<file path="config.mk">
export PLATFORM = sky130hd
export DESIGN_NAME = fetch_unit_flat
export DESIGN_NICKNAME = d
export VERILOG_FILES = /design/src/rtl/fetch_unit_if.sv /design/src/rtl/fetch_unit.sv /design/src/flat_wrapper.sv
export SDC_FILE = /design/constraint.sdc
export NUM_CORES = 1
export LEC_CHECK = 0
export ABC_AREA = 1
export BUFFER_PORTS_ARGS = -buffer_cell sky130_fd_sc_hd__buf_4
export CAP_MARGIN = 20
export CELL_PAD_IN_SITES_DETAIL_PLACEMENT = 0
export CELL_PAD_IN_SITES_GLOBAL_PLACEMENT = 1
export CORE_ASPECT_RATIO = 1.4
export CORE_MARGIN = 2
export CORE_UTILIZATION = 51
export DETAILED_ROUTE_END_ITERATION = 6
export PLACE_DENSITY = 0.81
export SLEW_MARGIN = 20
export SYNTH_ARGS = -nofsm -noshare
export SYNTH_HDL_FRONTEND = slang
export SYNTH_SLANG_ARGS = --single-unit
</file>
<file path="constraint.sdc">
create_clock -name clk -period 9.7 [get_ports clk]
set_input_delay 0.485 -clock clk [delete_from_list [all_inputs] [get_ports clk]]
set_output_delay 0.485 -clock clk [all_outputs]
set_load 0.02 [all_outputs]
</file>
<file path="src/rtl/fetch_unit_if.sv">
// Bundle of the fetch unit's memory, redirect and decode-side signals.
// Handshake rule for every valid/ready pair below: a transfer happens on a
// rising edge where both valid and ready are 1; the source keeps its payload
// stable while valid is high and unaccepted, except that the fetch unit may
// withdraw imem_req_valid in a redirect or reset cycle. The response channel
// has no ready: the fetch unit always absorbs imem_rsp_valid.
interface fetch_unit_if #(
  parameter int XLEN = 32
);
  logic            imem_req_valid;
  logic            imem_req_ready;
  logic [XLEN-1:0] imem_req_addr;
  logic            imem_rsp_valid;
  logic [31:0]     imem_rsp_data;
  logic            redirect_valid;
  logic [XLEN-1:0] redirect_pc;
  logic            instr_valid;
  logic            instr_ready;
  logic [31:0]     instr;
  logic [XLEN-1:0] instr_pc;

  // Fetch unit side.
  modport master (
    output imem_req_valid, imem_req_addr, instr_valid, instr, instr_pc,
    input  imem_req_ready, imem_rsp_valid, imem_rsp_data,
           redirect_valid, redirect_pc, instr_ready
  );

  // Memory / execute / decode side.
  modport slave (
    input  imem_req_valid, imem_req_addr, instr_valid, instr, instr_pc,
    output imem_req_ready, imem_rsp_valid, imem_rsp_data,
           redirect_valid, redirect_pc, instr_ready
  );
endinterface

</file>
<file path="src/rtl/fetch_unit.sv">
// Decoupled instruction fetch: issues word-aligned requests, tags responses
// with their PC, buffers them in a prefetch FIFO and discards responses made
// stale by a redirect.
module fetch_unit #(
  parameter int              XLEN     = 32,
  parameter int              DEPTH    = 4,
  parameter logic [XLEN-1:0] RESET_PC = '0
) (
  input  logic          clk,
  input  logic          reset,
  fetch_unit_if.master  bus
);
  localparam int AW = $clog2(DEPTH);
  localparam int CW = AW + 1;

  logic [XLEN-1:0] fetch_pc_q, fetch_pc_d;
  logic [CW-1:0]   inflight_q, inflight_d;
  logic [CW-1:0]   drop_q, drop_d;
  logic [CW-1:0]   count_q, count_d;
  logic [AW-1:0]   rd_ptr_q, rd_ptr_d, wr_ptr_q, wr_ptr_d;
  logic [AW-1:0]   tag_rd_q, tag_rd_d, tag_wr_q, tag_wr_d;
  logic [XLEN-1:0] tag_q [DEPTH];
  logic [XLEN-1:0] tag_d [DEPTH];
  logic [XLEN-1:0] fifo_pc_q [DEPTH];
  logic [XLEN-1:0] fifo_pc_d [DEPTH];
  logic [31:0]     fifo_instr_q [DEPTH];
  logic [31:0]     fifo_instr_d [DEPTH];

  logic [CW-1:0]   live;
  logic            credit;
  logic            req_valid;
  logic            req_fire;
  logic            rsp_take;
  logic            push;
  logic            instr_valid;
  logic            pop;

  // Handshake qualification and credit check.
  always_comb begin
    live = inflight_q - drop_q;
    // Besides the FIFO credit, in-flight requests (live plus those still to
    // be dropped) are capped at DEPTH so chained redirects cannot overflow
    // the counters or the PC tag queue.
    credit = (({1'b0, count_q} + {1'b0, live}) < (CW+1)'(DEPTH)) &&
             (inflight_q < CW'(DEPTH));
    req_valid   = reset && credit && !bus.redirect_valid;
    req_fire    = req_valid && bus.imem_req_ready;
    // A response with nothing outstanding is a protocol error and ignored.
    rsp_take    = bus.imem_rsp_valid && (inflight_q != '0);
    push        = rsp_take && (drop_q == '0) && !bus.redirect_valid;
    instr_valid = reset && (count_q != '0) && !bus.redirect_valid;
    pop         = instr_valid && bus.instr_ready;
  end

  assign bus.imem_req_valid = req_valid;
  assign bus.imem_req_addr  = fetch_pc_q;
  assign bus.instr_valid    = instr_valid;
  assign bus.instr          = fifo_instr_q[rd_ptr_q];
  assign bus.instr_pc       = fifo_pc_q[rd_ptr_q];

  // Next-state for PC, counters and pointers; a redirect overrides FIFO
  // and drop bookkeeping for the cycle.
  always_comb begin
    fetch_pc_d = fetch_pc_q;
    drop_d     = drop_q;
    count_d    = count_q;
    rd_ptr_d   = rd_ptr_q;
    wr_ptr_d   = wr_ptr_q;
    inflight_d = inflight_q + CW'(req_fire) - CW'(rsp_take);
    tag_wr_d   = tag_wr_q + AW'(req_fire);
    tag_rd_d   = tag_rd_q + AW'(rsp_take);
    if (req_fire) begin
      fetch_pc_d = fetch_pc_q + XLEN'(4);
    end
    if (bus.redirect_valid) begin
      fetch_pc_d = bus.redirect_pc & ~XLEN'(3);
      // Everything still outstanding after this cycle's response is stale.
      drop_d     = inflight_q - CW'(rsp_take);
      count_d    = '0;
      rd_ptr_d   = '0;
      wr_ptr_d   = '0;
    end else begin
      if (rsp_take && (drop_q != '0)) begin
        drop_d = drop_q - CW'(1);
      end
      if (push) begin
        wr_ptr_d = wr_ptr_q + AW'(1);
      end
      if (pop) begin
        rd_ptr_d = rd_ptr_q + AW'(1);
      end
      count_d = count_q + CW'(push) - CW'(pop);
    end
  end

  // Storage updates: PC tag written on request, FIFO entry written on push.
  always_comb begin
    tag_d        = tag_q;
    fifo_pc_d    = fifo_pc_q;
    fifo_instr_d = fifo_instr_q;
    if (req_fire) begin
      tag_d[tag_wr_q] = fetch_pc_q;
    end
    if (push) begin
      fifo_pc_d[wr_ptr_q]    = tag_q[tag_rd_q];
      fifo_instr_d[wr_ptr_q] = bus.imem_rsp_data;
    end
  end

  // Control state with synchronous active-low reset.
  always_ff @(posedge clk) begin
    if (!reset) begin
      fetch_pc_q <= RESET_PC;
      inflight_q <= '0;
      drop_q     <= '0;
      count_q    <= '0;
      rd_ptr_q   <= '0;
      wr_ptr_q   <= '0;
      tag_rd_q   <= '0;
      tag_wr_q   <= '0;
    end else begin
      fetch_pc_q <= fetch_pc_d;
      inflight_q <= inflight_d;
      drop_q     <= drop_d;
      count_q    <= count_d;
      rd_ptr_q   <= rd_ptr_d;
      wr_ptr_q   <= wr_ptr_d;
      tag_rd_q   <= tag_rd_d;
      tag_wr_q   <= tag_wr_d;
    end
  end

  // Data storage; contents are qualified by the pointers, so no reset.
  always_ff @(posedge clk) begin
    tag_q        <= tag_d;
    fifo_pc_q    <= fifo_pc_d;
    fifo_instr_q <= fifo_instr_d;
  end
endmodule

</file>
<file path="src/flat_wrapper.sv">
// flat-port wrapper written by rule: the top's interface ports become plain ports
module fetch_unit_flat 
#(
  parameter int              XLEN     = 32,
  parameter int              DEPTH    = 4,
  parameter logic [XLEN-1:0] RESET_PC = '0
)
  (clk, reset, bus_imem_req_valid, bus_imem_req_addr, bus_instr_valid, bus_instr, bus_instr_pc, bus_imem_req_ready, bus_imem_rsp_valid, bus_imem_rsp_data, bus_redirect_valid, bus_redirect_pc, bus_instr_ready);
  fetch_unit_if #(.XLEN(XLEN)) bus_i ();
  input  logic clk;
  input  logic reset;
  output wire logic [$bits(bus_i.imem_req_valid)-1:0] bus_imem_req_valid;
  output wire logic [$bits(bus_i.imem_req_addr)-1:0] bus_imem_req_addr;
  output wire logic [$bits(bus_i.instr_valid)-1:0] bus_instr_valid;
  output wire logic [$bits(bus_i.instr)-1:0] bus_instr;
  output wire logic [$bits(bus_i.instr_pc)-1:0] bus_instr_pc;
  input wire logic [$bits(bus_i.imem_req_ready)-1:0] bus_imem_req_ready;
  input wire logic [$bits(bus_i.imem_rsp_valid)-1:0] bus_imem_rsp_valid;
  input wire logic [$bits(bus_i.imem_rsp_data)-1:0] bus_imem_rsp_data;
  input wire logic [$bits(bus_i.redirect_valid)-1:0] bus_redirect_valid;
  input wire logic [$bits(bus_i.redirect_pc)-1:0] bus_redirect_pc;
  input wire logic [$bits(bus_i.instr_ready)-1:0] bus_instr_ready;
  assign bus_imem_req_valid = bus_i.imem_req_valid;
  assign bus_imem_req_addr = bus_i.imem_req_addr;
  assign bus_instr_valid = bus_i.instr_valid;
  assign bus_instr = bus_i.instr;
  assign bus_instr_pc = bus_i.instr_pc;
  assign bus_i.imem_req_ready = bus_imem_req_ready;
  assign bus_i.imem_rsp_valid = bus_imem_rsp_valid;
  assign bus_i.imem_rsp_data = bus_imem_rsp_data;
  assign bus_i.redirect_valid = bus_redirect_valid;
  assign bus_i.redirect_pc = bus_redirect_pc;
  assign bus_i.instr_ready = bus_instr_ready;
  fetch_unit #(.XLEN(XLEN), .DEPTH(DEPTH), .RESET_PC(RESET_PC)) u_core (.clk(clk), .reset(reset), .bus(bus_i));
endmodule
</file>
* Yosys cells after proc, flatten, opt, wreduce, memory -nomap -nowiden
Cells that the tools add are included.
** Word-level totals
- Flip-flop bits (word level) :: 433
- Bits of input ports :: 70
- Output and inout bits :: 98
- Logic and storage cells :: 88
** Operators by class
- Add/subtract/negate cells :: 13
- Magnitude comparators :: 8
- Mux-type cells :: 20
- Bitwise gates (word level) :: 5
- Reduce and logical (&&, ||, !) cells :: 21
** Operators with widths (number)
- 128-bit bitwise mux :: 3
- 32-bit 2-to-1 mux :: 10
- 32-bit binary-select mux with 2-bit select :: 3
- 32-bit demux with 2-bit select :: 2
- 32-bit by 3-bit adder with 32-bit output, second input constant :: 1
- 1-bit logical AND :: 13
- 3-bit greater-or-equal comparator, second input constant :: 4
- 2-bit NOT with 3-bit output :: 4
- 3-bit nonzero test :: 3
- 3-bit by 1-bit subtractor with 3-bit output :: 3
- 3-bit by 1-bit adder with 3-bit output :: 2
- 3-bit by 1-bit < comparator with 1-bit output, second input constant :: 2
- 3-bit 2-to-1 mux :: 2
- 2-bit by 1-bit adder with 2-bit output :: 2
- 2-bit by 1-bit adder with 2-bit output, second input constant :: 2
- 3-bit by 3-bit adder with 4-bit output :: 1
- 4-bit by 3-bit < comparator with 1-bit output, second input constant :: 1
- 2-bit nonzero test :: 2
- 3-bit logical NOT :: 1
- 3-bit < comparator, second input constant :: 1
- 3-bit by 1-bit subtractor with 3-bit output, second input constant :: 1
- 3-bit subtractor :: 1
- 2-bit OR reduction :: 1
- 1-bit logical NOT :: 1
- 1-bit NOT :: 1

* Longest topological paths before layout
Gate-level depths: netlist of the first run.
- Depth in word-level cells :: 9
- Gate-level depth with buffers :: 17
- Depth with buffers taken out :: 17

* Least setup slack after synthesis of the first run
No wires, ideal clock.
- Path kind :: register -> register
- Start :: register u_core.inflight_q[0]
- End :: register u_core.tag_q[100] (netlist bit), enable pin
- Library setup time :: 455 ps
- Data arrival time :: 4287 ps
- Data required time :: 9245 ps
- Slack :: 4958 ps
- Stages on the path, launching flop included :: 14
- Path buffers :: 1
- Clock period less this slack :: 4742 ps
- Cells stage by stage :: dfxtp_1 -> inv_1 -> ha_1 -> inv_1 -> fa_1 -> xnor2_1 -> xor2_1 -> ha_1 -> nor2_1 -> nand2_2 -> nor2_2 -> nand2_4 -> buf_6 -> nor3_1
** On the way
- Word-level cells in the longest chain between the ends :: 7
- Elaborated cells between the ends (all ways) :: 8
- Classes of those cells :: add/sub: 2; order compare: 2; reduce/logical: 4
** RTL lines
- start: declaration :: RTL line fetch_unit.sv:17 : logic [CW-1:0] inflight_q, inflight_d;
- start signal: assignment :: RTL line fetch_unit.sv:123 : inflight_q <= inflight_d;
- 3-bit subtractor :: RTL line fetch_unit.sv:40 : live = inflight_q - drop_q;
- 3-bit by 3-bit adder with 4-bit output :: RTL line fetch_unit.sv:44 : credit = (({1'b0, count_q} + {1'b0, live}) < (CW+1)'(DEPTH)) &&
- 4-bit by 3-bit < comparator with 1-bit output :: RTL line fetch_unit.sv:44
- 1-bit logical AND * :: RTL line fetch_unit.sv:44
- 1-bit logical AND * (2 in a row) :: RTL line fetch_unit.sv:46 : req_valid = reset && credit && !bus.redirect_valid;
- named net bus_imem_req_valid :: RTL line flat_wrapper.sv:12 : output wire logic [$bits(bus_i.imem_req_valid)-1:0] bus_imem_req_valid;
- 1-bit logical AND * :: RTL line fetch_unit.sv:47 : req_fire = req_valid && bus.imem_req_ready;
- end signal: assignment :: RTL line fetch_unit.sv:135 : tag_q <= tag_d;
- end: declaration :: RTL line fetch_unit.sv:22 : logic [XLEN-1:0] tag_q [DEPTH];
The timed path passes the listed nets; every way through them passes the cells marked *.
A chain may end at the register's enable or synchronous reset.

* Worst setup path after layout of the first run
- Start :: register u_core.rd_ptr_q[1]
- End :: output bus_instr_pc[2]
** On the way
- Word-level cells in the longest chain between the ends :: 4
** RTL lines
- start: declaration :: RTL line fetch_unit.sv:20 : logic [AW-1:0] rd_ptr_q, rd_ptr_d, wr_ptr_q, wr_ptr_d;
- start signal: assignment :: RTL line fetch_unit.sv:126 : rd_ptr_q <= rd_ptr_d;
- 2-bit NOT with 3-bit output (not written as such) :: RTL line fetch_unit.sv:59 : assign bus.instr_pc = fifo_pc_q[rd_ptr_q];
- 32-bit binary-select mux with 2-bit select :: RTL line fetch_unit.sv:59
- 32-bit 2-to-1 mux (not written as such) (2 in a row) :: RTL line fetch_unit.sv:59
- end: declaration :: RTL line flat_wrapper.sv:16 : output wire logic [$bits(bus_i.instr_pc)-1:0] bus_instr_pc;
Every way passes these cells. The select of a mux whose other input is x is not followed.

==> insert_results.sql, run 1 <==
INSERT INTO impl_metrics (metric_group, metric, value, unit) VALUES
('grt', 'globalRouteTotalUtil', '0.211', ''),
('timing', 'grt_setup_unrepaired', 'no', ''),
('yosys', 'synth-seq-cells', '415', ''),
('route', 'ant_nets', '0', ''),
('yosys', 'seq_total_area_yosys', '0.714', ''),
('setup_path', 'worst_setup_path_start_kind', 'flip-flop', ''),
('finish', 'final_area', '0.0196', 'mm²'),
('route', 'routed_wirelength', '36600', 'µm'),
('timing', 'fin_setup_tns', '0', 'ps'),
('place', 'detailed_place_hpwl', '21500', 'µm'),
('setup_path', 'crit_fanout', '63', ''),
('place', 'post_dp_cell_area', '0.0184', 'mm²'),
('timing', 'max_slew_headroom_at_the_worst_pin', '0.337', ''),
('pwr', 'clkPwrFrac', '0.348', ''),
('pwr', 'swShare', '0.252', ''),
('timing', 'fmax', '298', 'MHz'),
('floorplanning', 'row_count', '78', ''),
('finish', 'fin_nets', '1655', ''),
('cts', 'hold_buffers', '0', ''),
('hold_path', 'hold_class', 'in2reg', ''),
('pwr', 'cellPowerDensity', '212', 'mW/mm²'),
('pwr', 'share_of_power_burned_in_combinational_logic', '0.136', ''),
('yosys', 'synthesis.area_per_instance', '11.8', 'µm²'),
('finish', 'final-instance-count-excl-fill', '2032', ''),
('run', 'max_cap_violations', '0', ''),
('setup_path', 'timing.critical_path.slowest_stage_cell', 'sky130_fd_sc_hd__inv_2', ''),
('pwr', 'static_power_due_to_leakage', '7.02', 'nW'),
('timing', 'setup_viol', '0', ''),
('grt', 'gr-total-overflow', '0', ''),
('floorplanning', 'die_h', '219', 'µm'),
('floorplanning', 'dieArea', '0.0344', 'mm²'),
('route', 'route.detailed.wl_per_inst', '18.0', 'µm'),
('cts', 'cts_root_cell', 'sky130_fd_sc_hd__clkbuf_16', ''),
('finish', 'area_overhead_vs_synth', '16.9', '%'),
('floorplanning', 'core_area', '0.0324', 'mm²'),
('yosys', 'synth-main-ff-cell', 'sky130_fd_sc_hd__edfxtp_1', ''),
('timing', 'slew_limit_fails', '0', ''),
('yosys', 'ys_async_sr_fraction', '0', ''),
('setup_path', 'timing.critical_path.mode_cell', 'sky130_fd_sc_hd__buf_4', ''),
('setup_path', 'timing.critical_path.cells', 'buf_4, inv_2, buf_4, o21ai_0, o22ai_1, buf_4', ''),
('outcome', 'run_status', 'complete, no violations', ''),
('timing', 'final_min_period_over_clock_period', '0.346', ''),
('route', 'iteration_0_drc_count_of_the_detailed_router', '615', ''),
('grt', 'antenna_found_initial', '0', ''),
('pwr', 'peak_supply_drop', '0.126', 'mV'),
('pwr', 'p_int', '3.11', 'mW'),
('place', 'routabilityCongestion', '0.859', ''),
('yosys', 'synth_top_area_share', '0.658', ''),
('setup_path', 'arrival', '2870', 'ps'),
('yosys', 'synth-edff-count', '368', ''),
('cts', 'cts_tree', 'done', ''),
('setup_path', 'cp_data_required_time', '9220', 'ps'),
('route', 'routed_via_density', '5.46', ''),
('timing', 'finalHoldViolations', '0', ''),
('yosys', 'netlist.top_cell.by_area', 'sky130_fd_sc_hd__edfxtp_1', ''),
('cts', 'clock_latency_reported_for_the_late_side_of_the_worst_skew_pair', '530', 'ps'),
('floorplanning', 'initial_utilization', '0.518', ''),
('cts', 'ctsHtreeMaxLevel', '2', ''),
('yosys', 'synth.cell_area', '0.0168', 'mm²'),
('setup_path', 'slowest_delay', '590', 'ps'),
('cts', 'clock_sinks', '415', ''),
('timing', 'tightestPinTransition', '994', 'ps'),
('setup_path', 'crit_type', 'reg2out', ''),
('cts', 'clkTransAtPathRegs', '60', 'ps'),
('route', 'vias', '11100', ''),
('cts', 'post-cts-setup-buffers', '0', ''),
('route', 'drt_first_pass_iters', '5', ''),
('yosys', 'yosys_warnings', '0', ''),
('floorplanning', 'die_w', '157', 'µm'),
('grt', 'grt_pass1_wl', '56000', 'µm'),
('yosys', 'synth_cell_types', '38', '');
metal layers:
| layer | wire length, µm | GRT usage |
|---|---|---|
| met4 | 1170 | 0.0803 |
| met3 | 1960 | 0.0301 |
| met2 | 18500 | 0.372 |
| met1 | 14900 | 0.261 |
| met5 | 0 | 0 |
placed cells by master (no fill, tap or decap), types with 2 or more instances in the layout:
| cell | instances |
|---|---|
| sky130_fd_sc_hd__xnor2_1 | 10 |
| sky130_fd_sc_hd__clkinv_1 | 7 |
| sky130_fd_sc_hd__clkbuf_1 | 7 |
| sky130_fd_sc_hd__nand2_1 | 173 |
| sky130_fd_sc_hd__nand3b_1 | 11 |
| sky130_fd_sc_hd__clkbuf_16 | 41 |
| sky130_fd_sc_hd__ha_1 | 18 |
| sky130_fd_sc_hd__o22ai_1 | 92 |
| sky130_fd_sc_hd__nor2_4 | 5 |
| sky130_fd_sc_hd__buf_4 | 175 |
| sky130_fd_sc_hd__conb_1 | 4 |
| sky130_fd_sc_hd__edfxtp_1 | 368 |
| sky130_fd_sc_hd__inv_1 | 52 |
| sky130_fd_sc_hd__bufinv_16 | 2 |
| sky130_fd_sc_hd__o21bai_1 | 2 |
| sky130_fd_sc_hd__a22oi_1 | 2 |
| sky130_fd_sc_hd__clkinvlp_4 | 5 |
| sky130_fd_sc_hd__nor3_2 | 4 |
| sky130_fd_sc_hd__nand2_2 | 2 |
| sky130_fd_sc_hd__inv_2 | 5 |
| sky130_fd_sc_hd__a31oi_1 | 2 |
| sky130_fd_sc_hd__fa_1 | 3 |
| sky130_fd_sc_hd__nand3_1 | 34 |
| sky130_fd_sc_hd__nor2_1 | 266 |
| sky130_fd_sc_hd__clkinv_2 | 6 |
| sky130_fd_sc_hd__a21oi_1 | 26 |
| sky130_fd_sc_hd__dfxtp_1 | 45 |
| sky130_fd_sc_hd__xor2_1 | 8 |
| sky130_fd_sc_hd__nand4_1 | 5 |
| sky130_fd_sc_hd__nor3_1 | 2 |
| sky130_fd_sc_hd__o21ai_0 | 197 |
per-stage QoR:
stage | setup WS [ps] | total power, mW | hold WS, ps | util
2_1_floorplan | 4960 | 2.54 | 490 | -
3_3_place_gp | 6070 | 2.73 | 510 | 0.568
3_5_place_dp | 6080 | 2.75 | 517 | 0.568
4_1_cts | 5490 | 4.20 | 136 | 0.606
5_1_grt | 6130 | 4.33 | 139 | 0.606
6_report | 6350 | 4.16 | 160 | 0.606
worst max-delay path, delay by kind of cell (launching register included):
family | cells | cell delay (ps)
buffers and inverters | 4 | 1560
AO/OA/AOI/OAI | 2 | 420
flip-flops | 1 | 310
path summary, 6_finish.rpt:
path                                   startpoint                                 to  cells after the start
hold / removal              bus_imem_rsp_data[20]  u_core.fifo_instr_q[84]$_DFFE_PP_                      1
setup reg to reg  u_core.inflight_q[0]$_SDFF_PN0_         u_core.tag_q[14]$_DFFE_PP_                     13
hold reg to reg     u_core.drop_q[2]$_SDFFE_PN0P_      u_core.drop_q[2]$_SDFFE_PN0P_                      2
setup / recovery  u_core.rd_ptr_q[1]$_SDFFE_PP0P_                    bus_instr_pc[2]                      6
Yosys cell counts (3+ instances only):
master	number
sky130_fd_sc_hd__a21oi_1	26
sky130_fd_sc_hd__buf_1	5
sky130_fd_sc_hd__buf_4	6
sky130_fd_sc_hd__clkbuf_1	61
sky130_fd_sc_hd__dfxtp_1	47
sky130_fd_sc_hd__edfxtp_1	368
sky130_fd_sc_hd__fa_1	3
sky130_fd_sc_hd__ha_1	18
sky130_fd_sc_hd__inv_1	53
sky130_fd_sc_hd__inv_2	3
sky130_fd_sc_hd__nand2_1	173
sky130_fd_sc_hd__nand3_1	34
sky130_fd_sc_hd__nand3b_1	11
sky130_fd_sc_hd__nand4_1	5
sky130_fd_sc_hd__nor2_1	270
sky130_fd_sc_hd__nor3_1	6
sky130_fd_sc_hd__o21ai_0	197
sky130_fd_sc_hd__o22ai_1	92
sky130_fd_sc_hd__xnor2_1	10
sky130_fd_sc_hd__xor2_1	8
power groups by stage:
stage	combinational, mW	clock (mW)	sequential (mW)
after floorplan	0.368	0	2.18
after global placement	0.555	0	2.18
after detailed placement	0.572	0	2.18
after CTS	0.575	1.48	2.14
after global routing	0.636	1.55	2.15
final	0.567	1.45	2.14
cell type report:
cell class / instances / area [µm²] / area share
timing repair buffer: 176 / 1330 / 0.0677
clock inverter: 20 / 158 / 0.00803
sequential: 415 / 12000 / 0.611
clock buffer: 49 / 1070 / 0.0543
multi-input combinational: 874 / 4320 / 0.220
inverter: 58 / 219 / 0.0111
tap: 440 / 551 / 0.0280
kinds of logic after synthesis:
group / count (synthesis) / share of synthesized area
DFF: 415 / 0.714
xor gates and xnor gates: 18 / 0.00938
adders and majority gates: 21 / 0.0170
other: 1 / 0.000223
buffers and inverters: 135 / 0.0326
and+or+nand+nor: 505 / 0.121
AOI/OAI and AO/OA: 326 / 0.106
sequential cells by signal (all words and copies together), names as in the netlist, 3 cells and up:
register                  cells
u_core.fifo_pc_q            120
u_core.bus.imem_req_addr     30
u_core.tag_q                120
u_core.count_q                3
u_core.fifo_instr_q         128
u_core.drop_q                 3
u_core.inflight_q             3
(Power assumes the default switching activity.)
==> run 2, diff against run 1 <==
--- a/config.mk
+++ b/config.mk
@@ -12,9 +12,9 @@
 export CELL_PAD_IN_SITES_GLOBAL_PLACEMENT = 1
 export CORE_ASPECT_RATIO = 1.4
 export CORE_MARGIN = 2
-export CORE_UTILIZATION = 51
+export CORE_UTILIZATION = 47
 export DETAILED_ROUTE_END_ITERATION = 6
-export PLACE_DENSITY = 0.81
+export PLACE_DENSITY = 0.76
 export SLEW_MARGIN = 20
 export SYNTH_ARGS = -nofsm -noshare
 export SYNTH_HDL_FRONTEND = slang
==> constraint.sdc (replaced) <==
create_clock -name clk -period 3.1 [get_ports clk]
set_input_delay 0.155 -clock clk [delete_from_list [all_inputs] [get_ports clk]]
set_output_delay 0.155 -clock clk [all_outputs]
set_load 0.02 [all_outputs]
==> run 2 against run 1 <==
  * Total power increased to 3.2 times the previous value
  * Sequential power rose to 3.1 times the previous value
  * Register-to-register slack lost 6400 ps
  * Sequential cell count did not move
  * Hold slack got worse by 120 ps
  * Non-clock buffer count increased by 83
  * Combinational power rose to 3.5 times the previous value
  * Global-route usage shrank 1.1 points
  * Design area increased by 5.2%
  * Setup slack worse by 6200 ps
  * Core utilization fell by 1.7 points
  * Critical path depth is 8 higher
  * Critical path type is now reg2reg
  * Critical endpoint is now u_core.tag_q[8]$_DFFE_PP_
  * Highest routed layer unchanged
==> insert_results.sql, run 2 (same netlist as run 1, synthesis figures left out) <==
INSERT INTO impl_metrics (metric_group, metric, value, unit) VALUES
('run', 'max_cap_violations', '0', ''),
('floorplanning', 'dieArea', '0.0373', 'mm²'),
('timing', 'setup_viol', '0', ''),
('timing', 'fmax', '339', 'MHz'),
('place', 'numPortBuffers', '161', ''),
('pwr', 'peak_supply_drop', '0.318', 'mV'),
('floorplanning', 'core_area', '0.0351', 'mm²'),
('setup_path', 'crit_type', 'reg2reg', ''),
('floorplanning', 'initial_utilization', '0.479', ''),
('hold_path', 'timing.hold.worst_path_depth', '3', ''),
('pwr', 'clkPwrFrac', '0.349', ''),
('finish', 'largest_reg_flops', '128', ''),
('setup_path', 'slowest_delay', '350', 'ps'),
('hold_path', 'hold_class', 'in2reg', ''),
('finish', 'fin_nets', '1739', ''),
('route', 'drc', '0', ''),
('setup_path', 'arrival', '3180', 'ps'),
('floorplanning', 'row_count', '81', ''),
('finish', 'mostFrequentLayoutCells', 'sky130_fd_sc_hd__edfxtp_1, sky130_fd_sc_hd__nor2_1, sky130_fd_sc_hd__o21ai_0', ''),
('finish', 'area_overhead_vs_synth', '23.0', '%'),
('floorplanning', 'number_of_placed_i_o_pins', '168', ''),
('finish', 'layout.filler_cells', '2876', ''),
('cts', 'clock_sinks', '415', ''),
('timing', 'slew_limit_fails', '0', ''),
('grt', 'largest_net_degree_at_the_start_of_global_routing', '81', ''),
('outcome', 'run_status', 'complete, no violations', ''),
('cts', 'cts_root_cell', 'sky130_fd_sc_hd__clkbuf_16', ''),
('route', 'routed_via_density', '5.33', ''),
('place', 'routabilityCongestion', '0.818', ''),
('cts', 'cts-buffers-inserted', '39', ''),
('setup_path', 'cp_data_required_time', '3330', 'ps'),
('timing', 'fin_clk_skew', '15.9', 'ps'),
('route', 'drt_first_pass_iters', '5', ''),
('grt', 'globalRouteTotalUtil', '0.200', ''),
('timing', 'fin_crit', '2950', 'ps'),
('finish', 'sequential_cell_area', '0.0120', 'mm²'),
('setup_path', 'worst_setup_path_start_kind', 'flip-flop', ''),
('route', 'vias', '11400', ''),
('pwr', 'p_int', '10.0', 'mW'),
('finish', 'final_area', '0.0207', 'mm²'),
('finish', 'area_of_combinational_cells_with_multiple_inputs', '0.00440', 'mm²'),
('timing', 'finalHoldViolations', '0', ''),
('setup_path', 'timing.critical_path.max_delay_family', 'adder cells', ''),
('finish', 'final-instance-count-excl-fill', '2131', ''),
('grt', 'gr-total-overflow', '0', ''),
('pwr', 'share_of_power_burned_in_combinational_logic', '0.148', ''),
('route', 'route.detailed.wl_per_inst', '17.6', 'µm'),
('grt', 'grt_pass1_vias', '10900', ''),
('place', 'post_dp_cell_area', '0.0187', 'mm²'),
('pwr', 'cellPowerDensity', '644', 'mW/mm²'),
('setup_path', 'timing.critical_path.slowest_stage_cell', 'sky130_fd_sc_hd__fa_2', ''),
('setup_path', 'reg2reg_depth', '14', ''),
('timing', 'max_slew_headroom_at_the_worst_pin', '0.530', ''),
('place', 'placed_cells', '1988', ''),
('cts', 'cts_tree', 'done', ''),
('timing', 'final_min_period_over_clock_period', '0.952', ''),
('grt', 'grt_pass1_wl', '57500', 'µm'),
('pwr', 'static_power_due_to_leakage', '7.44', 'nW'),
('route', 'routed_wirelength', '37500', 'µm'),
('cts', 'cts-root-to-sink-buffers', '3', ''),
('grt', 'antenna_found_initial', '0', ''),
('cts', 'clkTransAtPathRegs', '60', 'ps'),
('route', 'iteration_0_drc_count_of_the_detailed_router', '788', ''),
('finish', 'largest_register', 'u_core.fifo_instr_q', ''),
('cts', 'clock_latency_reported_for_the_late_side_of_the_worst_skew_pair', '540', 'ps'),
('finish', 'layout.cells.most_common', 'sky130_fd_sc_hd__edfxtp_1', ''),
('timing', 'tightestPinTransition', '704', 'ps'),
('finish', 'utilization', '0.589', ''),
('floorplanning', 'die_h', '228', 'µm'),
('setup_path', 'timing.critical_path.cells', 'inv_1, ha_1, inv_1, fa_2, xnor2_2, xor2_1, ha_1, nor2_2, nand2_2, nor2_4, nand2_8, buf_4, nor3_4, buf_12', ''),
('place', 'detailed_place_hpwl', '22300', 'µm'),
('finish', 'post_route_cells_drive_above_1_share', '0.161', ''),
('pwr', 'power_frac_seq', '0.503', ''),
('floorplanning', 'die_w', '164', 'µm'),
('finish', 'antenna_cells', '0', ''),
('setup_path', 'timing.critical_path.depth', '14', ''),
('pwr', 'p_switching', '3.30', 'mW'),
('setup_path', 'crit_fanout', '30', ''),
('finish', 'largestRegisters', 'u_core.fifo_instr_q: 128 flops, u_core.fifo_pc_q: 120 flops, u_core.tag_q: 120 flops', ''),
('route', 'ant_nets', '0', ''),
('setup_path', 'cp_num_buf_inv', '4', ''),
('cts', 'ctsHtreeMaxLevel', '2', ''),
('pwr', 'swShare', '0.248', ''),
('timing', 'fin_setup_tns', '0', 'ps'),
('setup_path', 'worst_setup_path_end_kind', 'flip-flop', '');
## run 2: per-stage QoR
step | hold slack (ps) | power, mW | setup WS, ps
floorplan | 254 | 7.98 | -209
global placement | 352 | 8.60 | 251
detailed placement | 357 | 8.66 | 236
CTS | 31.3 | 13.4 | 23.8
global route | 58.2 | 13.9 | -2.46
finish | 44.7 | 13.3 | 150
## run 2: layout make-up
cell class,count,share of cell area
inverters,58,0.0106
well taps,456,0.0276
multi-input cells,875,0.213
repair buffers,259,0.109
flip-flops and latches,415,0.581
clock buffers,54,0.0520
clock inverters,14,0.00793
## run 2: worst reg2reg max path: stages (launching register included)
cell,delay [ps]
sky130_fd_sc_hd__dfxtp_1,290
sky130_fd_sc_hd__inv_1,80
sky130_fd_sc_hd__ha_1,150
sky130_fd_sc_hd__inv_1,50
sky130_fd_sc_hd__fa_2,350
sky130_fd_sc_hd__xnor2_2,150
sky130_fd_sc_hd__xor2_1,170
sky130_fd_sc_hd__ha_1,290
sky130_fd_sc_hd__nor2_2,120
sky130_fd_sc_hd__nand2_2,100
sky130_fd_sc_hd__nor2_4,190
sky130_fd_sc_hd__nand2_8,100
sky130_fd_sc_hd__buf_4,150
sky130_fd_sc_hd__nor3_4,200
sky130_fd_sc_hd__buf_12,230
## run 2: final timing paths
path,slack (ps),endpoint,startpoint
worst max-delay path,150,u_core.tag_q[8]$_DFFE_PP_,u_core.inflight_q[0]$_SDFF_PN0_
worst min-delay path,40,u_core.bus.imem_req_addr[4]$_SDFFE_PN0P_,bus_redirect_pc[4]
worst max register to register,150,u_core.tag_q[8]$_DFFE_PP_,u_core.inflight_q[0]$_SDFF_PN0_
worst min register to register,530,u_core.drop_q[1]$_SDFFE_PN0P_,u_core.drop_q[1]$_SDFFE_PN0P_
## run 2: repair_timing
| item | 4_1_cts | 5_1_grt |
|---|---|---|
| endpoints found under the hold margin | 164 | 0 |
| buffers inserted | 0 | 10 |
| gates resized for setup | 0 | 5 |
| setup endpoints to repair | 0 | 1 |
| hold buffers | 64 | 0 |
## run 2: power groups by stage
stage	combinational (mW)	clock, mW	sequential (mW)
after CTS	1.92	4.76	6.70
after global routing	2.21	4.98	6.72
after detailed placement	1.84	0	6.82
final	1.96	4.65	6.70
after floorplan	1.17	0	6.81
after global placement	1.79	0	6.81
## run 2: metal layers
metal  GRT usage  up-vias  wire (µm)
met3      0.0285       64       1850
li1            -     5512          -
met1       0.244     5498      15300
met4      0.0713        0       1170
met5           0        -          0
met2       0.360      283      19200
